[src/rtl/debounce_sync.sv]
// Synchronises a raw asynchronous level into domain C, debounces it with a
// stability counter and emits a clean level plus one-cycle RISE/FALL pulses.
module debounce_sync #(
    parameter int unsigned SYNC_STAGES = 2,
    parameter int unsigned CNT_WIDTH   = 4,
    parameter int unsigned STABLE_CNT  = 10,
    parameter bit          INIT_VAL    = 1'b0
) (
    input  logic C,
    input  logic CLR,
    input  logic D,
    output logic Q,
    output logic notQ,
    output logic RISE,
    output logic FALL,
    output logic BUSY
);

    localparam logic [CNT_WIDTH-1:0] CNT_LAST = CNT_WIDTH'(STABLE_CNT - 1);

    typedef enum logic {
        IDLE  = 1'b0,
        COUNT = 1'b1
    } state_e;

    logic [SYNC_STAGES-1:0] sync_q;
    logic                   s_q;
    logic                   s_d;

    state_e                 state_q;
    logic [CNT_WIDTH-1:0]   cnt_q;
    logic                   q_q;
    logic                   notq_q;
    logic                   rise_q;
    logic                   fall_q;
    logic                   busy_q;

    // Plain shift chain; nothing but the shift touches D or the stages.
    always_ff @(posedge C or posedge CLR) begin
        if (CLR) begin
            sync_q <= {SYNC_STAGES{INIT_VAL}};
        end else begin
            sync_q <= {sync_q[SYNC_STAGES-2:0], D};
        end
    end

    // Qualification samples the final flop's input alongside that flop, so
    // Q lands on edge SYNC_STAGES+STABLE_CNT-1 after D settles.
    assign s_d = sync_q[SYNC_STAGES-2];
    assign s_q = sync_q[SYNC_STAGES-1];

    // Debounce FSM with registered outputs.
    always_ff @(posedge C or posedge CLR) begin
        if (CLR) begin
            state_q <= IDLE;
            cnt_q   <= '0;
            q_q     <= INIT_VAL;
            notq_q  <= ~INIT_VAL;
            rise_q  <= 1'b0;
            fall_q  <= 1'b0;
            busy_q  <= 1'b0;
        end else begin
            rise_q <= 1'b0;
            fall_q <= 1'b0;
            case (state_q)
                IDLE: begin
                    if (s_d != q_q) begin
                        state_q <= COUNT;
                        cnt_q   <= CNT_WIDTH'(1);
                        busy_q  <= 1'b1;
                    end else begin
                        cnt_q   <= '0;
                        busy_q  <= 1'b0;
                    end
                end
                COUNT: begin
                    if (s_d == q_q) begin
                        state_q <= IDLE;
                        cnt_q   <= '0;
                        busy_q  <= 1'b0;
                    end else if (cnt_q == CNT_LAST) begin
                        // s_q already carries the qualified value here.
                        state_q <= IDLE;
                        cnt_q   <= '0;
                        busy_q  <= 1'b0;
                        q_q     <= s_q;
                        notq_q  <= ~s_q;
                        rise_q  <= s_q;
                        fall_q  <= ~s_q;
                    end else begin
                        cnt_q   <= cnt_q + CNT_WIDTH'(1);
                    end
                end
                default: begin
                    state_q <= IDLE;
                    cnt_q   <= '0;
                    busy_q  <= 1'b0;
                end
            endcase
        end
    end

    assign Q    = q_q;
    assign notQ = notq_q;
    assign RISE = rise_q;
    assign FALL = fall_q;
    assign BUSY = busy_q;

endmodule

[config.mk]
export PLATFORM = sky130hd
export DESIGN_NAME = debounce_sync
export DESIGN_NICKNAME = d
export VERILOG_FILES = /design/src/rtl/debounce_sync.sv
export SDC_FILE = /design/constraint.sdc
export NUM_CORES = 1
export LEC_CHECK = 0
export CORE_AREA = 2 2 39 41
export CTS_BUF_LIST = sky130_fd_sc_hd__clkbuf_8
export DETAILED_ROUTE_END_ITERATION = 7
export DIE_AREA = 0 0 41 43
export GPL_TIMING_DRIVEN = 0
export SETUP_SLACK_MARGIN = 0.4
export SLEW_MARGIN = 20
export SYNTH_ARGS = -nofsm -noshare
export SYNTH_HDL_FRONTEND = slang
export SYNTH_SLANG_ARGS = --single-unit
[constraint.sdc]
create_clock -name C -period 1.7 [get_ports C]
set_input_delay 0.34 -clock C [delete_from_list [all_inputs] [get_ports C]]
set_output_delay 0.34 -clock C [all_outputs]
set_load 0.03 [all_outputs]
==> impl_metrics.py, run 1 <==
metrics = {
    "outcome": {
        "status": "complete, no violations",
    },
    "critical_path": {
        "crit_chain": "inv_2 -> ha_4 -> nand3b_4 -> nor3b_4 -> mux2_4",
        "critPathCapture": "Q$_DFFE_PP0P_",
        "max_stage_delay_ns": 0.39,
        "r2r_slack_ns": 0.36,
        "rr_endpoint": "Q$_DFFE_PP0P_",
        "critPathSlowestCell": "dfrtp_1",
        "cp-end-kind": "flip-flop",
        "critPathKind": "reg2reg",
        "critPathRequiredTime_ns": 1.82,
        "worst-path-max-fanout": 2,
        "reg2regPathDepth": 5,
        "startpoint_type": "flip-flop",
        "r2r-start": "cnt_q[1]$_DFF_PP0_",
        "worstPathArrival_ns": 1.47,
        "cp-startpoint": "cnt_q[1]$_DFF_PP0_",
    },
    "synthesis": {
        "avgSynthCellArea_sq_um": 13.3,
        "yosysSeqAreaShare": 0.613,
        "synth_area_sq_um": 492,
        "synth.distinct_cells": 19,
        "syn_inst": 37,
        "ys_ff_latch": 12,
        "syn_nets": 42,
        "ys_warn_count": 0,
    },
    "floorplanning": {
        "core_sq_mm": 0.00138,
        "die_area_sq_mm": 0.00176,
        "io_pins": 8,
        "fp.dieH_um": 43,
        "die_w_um": 41,
        "initial_utilization": 0.355,
        "row_count": 14,
    },
    "cts": {
        "cts.clk_slew.worst_paths_ns": 0.05,
        "cts_root_buf": "clkbuf_8",
        "cts_buffer_depth": 2,
        "insertion_delay_ns": 0.24,
        "htreeDepth": 1,
        "cts_buffers": 3,
        "clkSinkCount": 12,
        "cts_tree": "yes",
    },
    "route": {
        "wl_per_cell_um": 13.1,
        "vias": 309,
        "drtAntennaViolNets": 0,
        "routed_via_density": 4.61,
        "post-route-drc-count": 0,
        "wl_um": 875,
        "drt_iter0_drc": 6,
        "first_pass_iters": 2,
    },
    "sta": {
        "tightestPinTransition_ns": 0.439,
        "slew-limit-headroom": 0.707,
        "period_share": 0.790,
        "fin_setup_tns_ns": 0,
        "slew_violations": 0,
        "min_period_ns": 1.34,
        "rsz0062_at_grt": "yes",
        "max_freq_ghz": 0.744,
        "finalHoldViolCount": 0,
        "clock_skew_ns": 0.00236,
        "setup_viol": 0,
    },
    "layout": {
        "instances_no_fill": 67,
        "nNetsFinal": 57,
        "final_common_cell": "dfrtp_1",
        "diodes": 0,
        "drive_gt1_frac": 0.392,
        "area_growth_pct": 33.8,
        "final_cell_mix": "dfrtp_1 (9), inv_1 (4)",
        "utilization": 0.476,
    },
    "global_routing": {
        "grt_pass1_wl_mm": 1.43,
        "gr-max-usage-layer": "met2",
        "grt_max_degree": 13,
        "antenna_found_initial": 0,
        "grt_pass1_vias": 323,
        "grt_util_met3": 0.0471,
        "track_usage": 0.133,
        "grtUsageMet2": 0.191,
        "grt_use_met1": 0.143,
        "grt.overflow.total": 0,
    },
    "power": {
        "internal-power_uw": 473,
        "p_comb_frac": 0.065,
        "power_density_mw_per_mm2": 914,
        "power_frac_clock": 0.429,
        "leakagePower_uw": 0.000336,
        "p_sw_uw": 128,
        "switching_share": 0.214,
        "p_total_uw": 601,
        "vdd_ir_drop_max_v": 0.000426,
        "pwr-share-seq": 0.505,
    },
    "job": {
        "max_cap_viol_count": 0,
    },
    "place": {
        "dp.cells": 60,
        "gp_congestion": 0.720,
        "portBuffers": 7,
    },
    "min_path": {
        "hold_class": "in2async",
    },
}
==> worst max-delay path: cells and delay by family (launching register included) <==
kind	cells	cell delay, ns
flip-flops	1	0.39
buffers and inverters	1	0.07
AND/OR/NAND/NOR	2	0.32
adder cells (fa/ha/maj)	1	0.13
multiplexers	1	0.32
==> area by class of cell <==
cell class                      count  area (sq um)
Fill cell                         124           726
Sequential cell                    12           304
Multi-Input combinational cell     21           196
Timing Repair Buffer               10          77.6
Clock buffer                        3          41.3
Tap cell                           16          20.0
Inverter                            4          15.0
Clock inverter                      1          3.75
==> layer usage <==
metal	part of all wire	wire [um]	vias to the layer above
met4	0.030	26	0
li1	-	-	146
met5	0	0	-
met2	0.54	470	9
met3	0.059	52	4
met1	0.37	326	150
==> stage by stage <==
stage	instance area, sq um	hold WS (ns)	setup slack, ns
after floorplan	493	0.204	0.312
after global placement	583	0.408	0.195
after detailed placement	583	0.414	0.189
after CTS	656	0.421	0.213
after global routing	658	0.453	0.293
final	658	0.404	0.356
==> power groups by stage <==
stage | combinational, uW | sequential (uW) | clock (uW)
5_1_grt | 43.9 | 305 | 282
4_1_cts | 37.2 | 302 | 263
6_report | 39.3 | 304 | 258
2_1_floorplan | 18.5 | 309 | 0
3_5_place_dp | 33.6 | 307 | 0
3_3_place_gp | 32.2 | 306 | 0
==> worst min path at each step <==
stage | startpoint | cells past startpoint | endpoint
final | CLR | 2 | state_q$_DFF_PP0_
after detailed placement | sync_q[0]$_DFF_PP0_ | 0 | sync_q[1]$_DFF_PP0_
after global placement | sync_q[0]$_DFF_PP0_ | 0 | sync_q[1]$_DFF_PP0_
after global routing | sync_q[0]$_DFF_PP0_ | 0 | sync_q[1]$_DFF_PP0_
after CTS | CLR | 2 | cnt_q[3]$_DFF_PP0_
after floorplan | CLR | 1 | BUSY$_DFFE_PP0P_
==> kinds of logic (layout without fill, tap and decap cells) <==
| family | count (synthesis) | after routing | synth area share |
|---|---|---|---|
| mux | 2 | 2 | 0.0509 |
| compound gates | 3 | 3 | 0.0305 |
| xor+xnor | 3 | 3 | 0.0687 |
| buf+inv | 4 | 18 | 0.0305 |
| fa+ha+maj | 2 | 2 | 0.0509 |
| simple gates | 11 | 11 | 0.155 |
| flops | 12 | 12 | 0.613 |
==> state kept, by name, summed over array words and instances (netlist names) <==
register	flops
RISE	1
notQ	1
state_q	1
sync_q	2
cnt_q	4
Q	1
FALL	1
BUSY	1
==> cells in the mapped netlist <==
master / n / area [sq um]
mux2_4: 1 / 15.0
mux2i_1: 1 / 10.0
xor2_1: 1 / 8.76
nand2b_1: 1 / 6.26
xnor2_2: 1 / 16.3
nand3b_1: 1 / 7.51
nor2_1: 3 / 11.3
nand2_1: 1 / 3.75
dfrtp_1: 11 / 275
nand3b_2: 1 / 11.3
nor3b_4: 1 / 18.8
ha_1: 2 / 25.0
xnor2_1: 1 / 8.76
nand3_1: 1 / 5.00
nor2b_1: 1 / 6.26
inv_1: 4 / 15.0
dfstp_2: 1 / 26.3
a21oi_1: 3 / 15.0
and2_1: 1 / 6.26
==> timing repair <==
item / in CTS / in global routing
gates cloned: 0 / 0
resized for setup: 14 / 9
pin swaps: 1 / 1
setup buffers: 3 / 0
hold buffers: 0 / 0
setup endpoints to repair: 9 / 7
hold endpoints to repair: 0 / 0
No activity file was read; power rests on OpenSTA's default activity.
==> run 2: changes to the inputs <==
==> constraint.sdc (replaced) <==
create_clock -name C -period 1.3 [get_ports C]
set_input_delay 0.26 -clock C [delete_from_list [all_inputs] [get_ports C]]
set_output_delay 0.26 -clock C [all_outputs]
set_load 0.03 [all_outputs]
==> run 2 against run 1 <==
The flow now finishes with violations (setup timing). Worst setup slack got worse by 0.40 ns. Sequential share of layout area is 4.2 points lower. Final cell count up 3.0%.
==> impl_metrics.py, run 2 (synthesis gave the netlist of run 1 again) <==
metrics = {
    "outcome": {
        "status": "finished, violations left",
        "violations": "setup timing",
    },
    "floorplanning": {
        "row_count": 14,
        "fp.dieH_um": 43,
        "core_sq_mm": 0.00138,
        "io_pins": 8,
        "initial_utilization": 0.355,
        "die_area_sq_mm": 0.00176,
        "die_w_um": 41,
    },
    "power": {
        "power_frac_clock": 0.420,
        "p_comb_frac": 0.072,
        "pwr-share-seq": 0.508,
        "vdd_ir_drop_max_v": 0.000712,
        "leakagePower_uw": 0.000360,
        "power_density_mw_per_mm2": 1090,
        "internal-power_uw": 623,
        "p_sw_uw": 164,
        "switching_share": 0.208,
    },
    "route": {
        "vias": 318,
        "routed_via_density": 4.61,
        "wl_um": 836,
        "drt_iter0_drc": 5,
        "wl_per_cell_um": 12.1,
        "first_pass_iters": 4,
        "post-route-drc-count": 0,
        "drtAntennaViolNets": 0,
    },
    "layout": {
        "drive_gt1_frac": 0.453,
        "largest_reg_flops": 4,
        "nNetsFinal": 59,
        "top_register": "cnt_q",
        "stdcell_area_sq_um": 724,
        "final_cell_mix": "dfrtp_1 (9), buf_6 (7), inv_1 (4)",
        "diodes": 0,
        "final_common_cell": "dfrtp_1",
        "reg_top3": "cnt_q: 4 flops, sync_q: 2 flops",
        "area_growth_pct": 47.3,
    },
    "sta": {
        "clock_skew_ns": 0.00664,
        "period_share": 1.04,
        "slew_violations": 0,
        "fin_ws_ns": -0.0458,
        "setup_viol": 4,
        "finalHoldViolCount": 0,
        "max_freq_ghz": 0.743,
        "slew-limit-headroom": 0.704,
        "rsz0062_at_grt": "yes",
        "min_period_ns": 1.35,
        "tightestPinTransition_ns": 0.443,
    },
    "cts": {
        "cts_tree": "yes",
        "clkSinkCount": 12,
        "cts_buffer_depth": 2,
        "cts_buffers": 3,
        "cts.clk_slew.worst_paths_ns": 0.05,
        "insertion_delay_ns": 0.24,
        "cts_root_buf": "clkbuf_8",
        "hold_buffers": 0,
        "htreeDepth": 1,
    },
    "global_routing": {
        "antenna_found_initial": 0,
        "grt_pass1_wl_mm": 1.46,
        "track_usage": 0.131,
        "grt.overflow.total": 0,
        "grt_max_degree": 13,
        "grt_pass1_vias": 331,
    },
    "place": {
        "dp_slack_ns": -0.192,
        "place_area_sq_um": 594,
        "dp_hpwl_um": 557,
        "gp_congestion": 0.721,
        "portBuffers": 7,
    },
    "critical_path": {
        "worst-path-max-fanout": 2,
        "critPathKind": "reg2reg",
        "path_buf_inv": 1,
        "critPathRequiredTime_ns": 1.41,
        "worstPathArrival_ns": 1.46,
        "startpoint_type": "flip-flop",
        "cp-end-kind": "flip-flop",
        "critPathSlowestCell": "dfrtp_1",
        "critPathTopFamily": "flip-flops",
        "crit_chain": "inv_2 -> ha_4 -> nand3b_4 -> nor3b_4 -> mux2_4",
        "crit_cells": 5,
        "max_stage_delay_ns": 0.39,
        "reg2regPathDepth": 5,
    },
    "min_path": {
        "hold_class": "in2async",
    },
    "job": {
        "max_cap_viol_count": 0,
    },
}
-- run 2: what timing repair did --
| action | CTS | global route |
|---|---|---|
| endpoints found under the setup margin | 15 | 15 |
| pin swaps | 3 | 1 |
| buffers inserted | 4 | 1 |
| gates resized for setup | 31 | 12 |
-- run 2: final cells by class --
class,count,area (sq um)
fill,116,659
sequential,12,304
multi-input combinational,21,219
timing repair buffer,12,121
clock buffer,3,41.3
tap,16,20.0
inverter,4,15.0
clock inverter,1,3.75
-- run 2: worst reg2reg max path: cells and delay by family, from the launching register on --
kind / cells / cell delay, ns
flip-flops: 1 / 0.39
buffers and inverters: 1 / 0.07
multiplexers: 1 / 0.32
adder cells (fa/ha/maj): 1 / 0.13
AND/OR/NAND/NOR: 2 / 0.30
-- run 2: power by group through the flow --
| stage | combinational, uW | clock (uW) | sequential (uW) |
|---|---|---|---|
| finish | 56.8 | 330 | 400 |
| floorplan | 26.2 | 0 | 404 |
| CTS | 49.8 | 343 | 396 |
| global route | 62.4 | 369 | 401 |
| detailed placement | 46.1 | 0 | 402 |
| global placement | 44.1 | 0 | 401 |
-- run 2: final timing paths --
| kind | from | to | slack (ns) |
|---|---|---|---|
| worst max register to register | cnt_q[1]$_DFF_PP0_ | Q$_DFFE_PP0P_ | -0.05 |
| max in group asynchronous | CLR | notQ$_DFFE_PP1P_ | 0.64 |
| worst max-delay path | cnt_q[1]$_DFF_PP0_ | Q$_DFFE_PP0P_ | -0.05 |
| worst min-delay path | CLR | state_q$_DFF_PP0_ | 0.32 |
| worst min register to register | notQ$_DFFE_PP1P_ | notQ$_DFFE_PP1P_ | 0.47 |
| min in group C | notQ$_DFFE_PP1P_ | notQ$_DFFE_PP1P_ | 0.47 |
-- run 2: through the flow --
stage	utilization	power, uW	TNS [ns]	instances	hold slack [ns]
finish	0.524	787	-0.150	69	0.323
global placement	0.429	445	-0.278	60	0.410
global route	0.524	832	-0.453	69	0.388
detailed placement	0.429	448	-0.375	60	0.419
CTS	0.490	789	-0.270	68	0.335
floorplan	-	430	-0.0825	37	0.124
-- run 2: per-layer routing --
metal	vias to the layer above	track usage	share of wire
met5	-	0	0
met4	0	0.100	0.036
met3	4	0.0314	0.036
met2	7	0.203	0.56
met1	157	0.144	0.36
li1	150	-	-
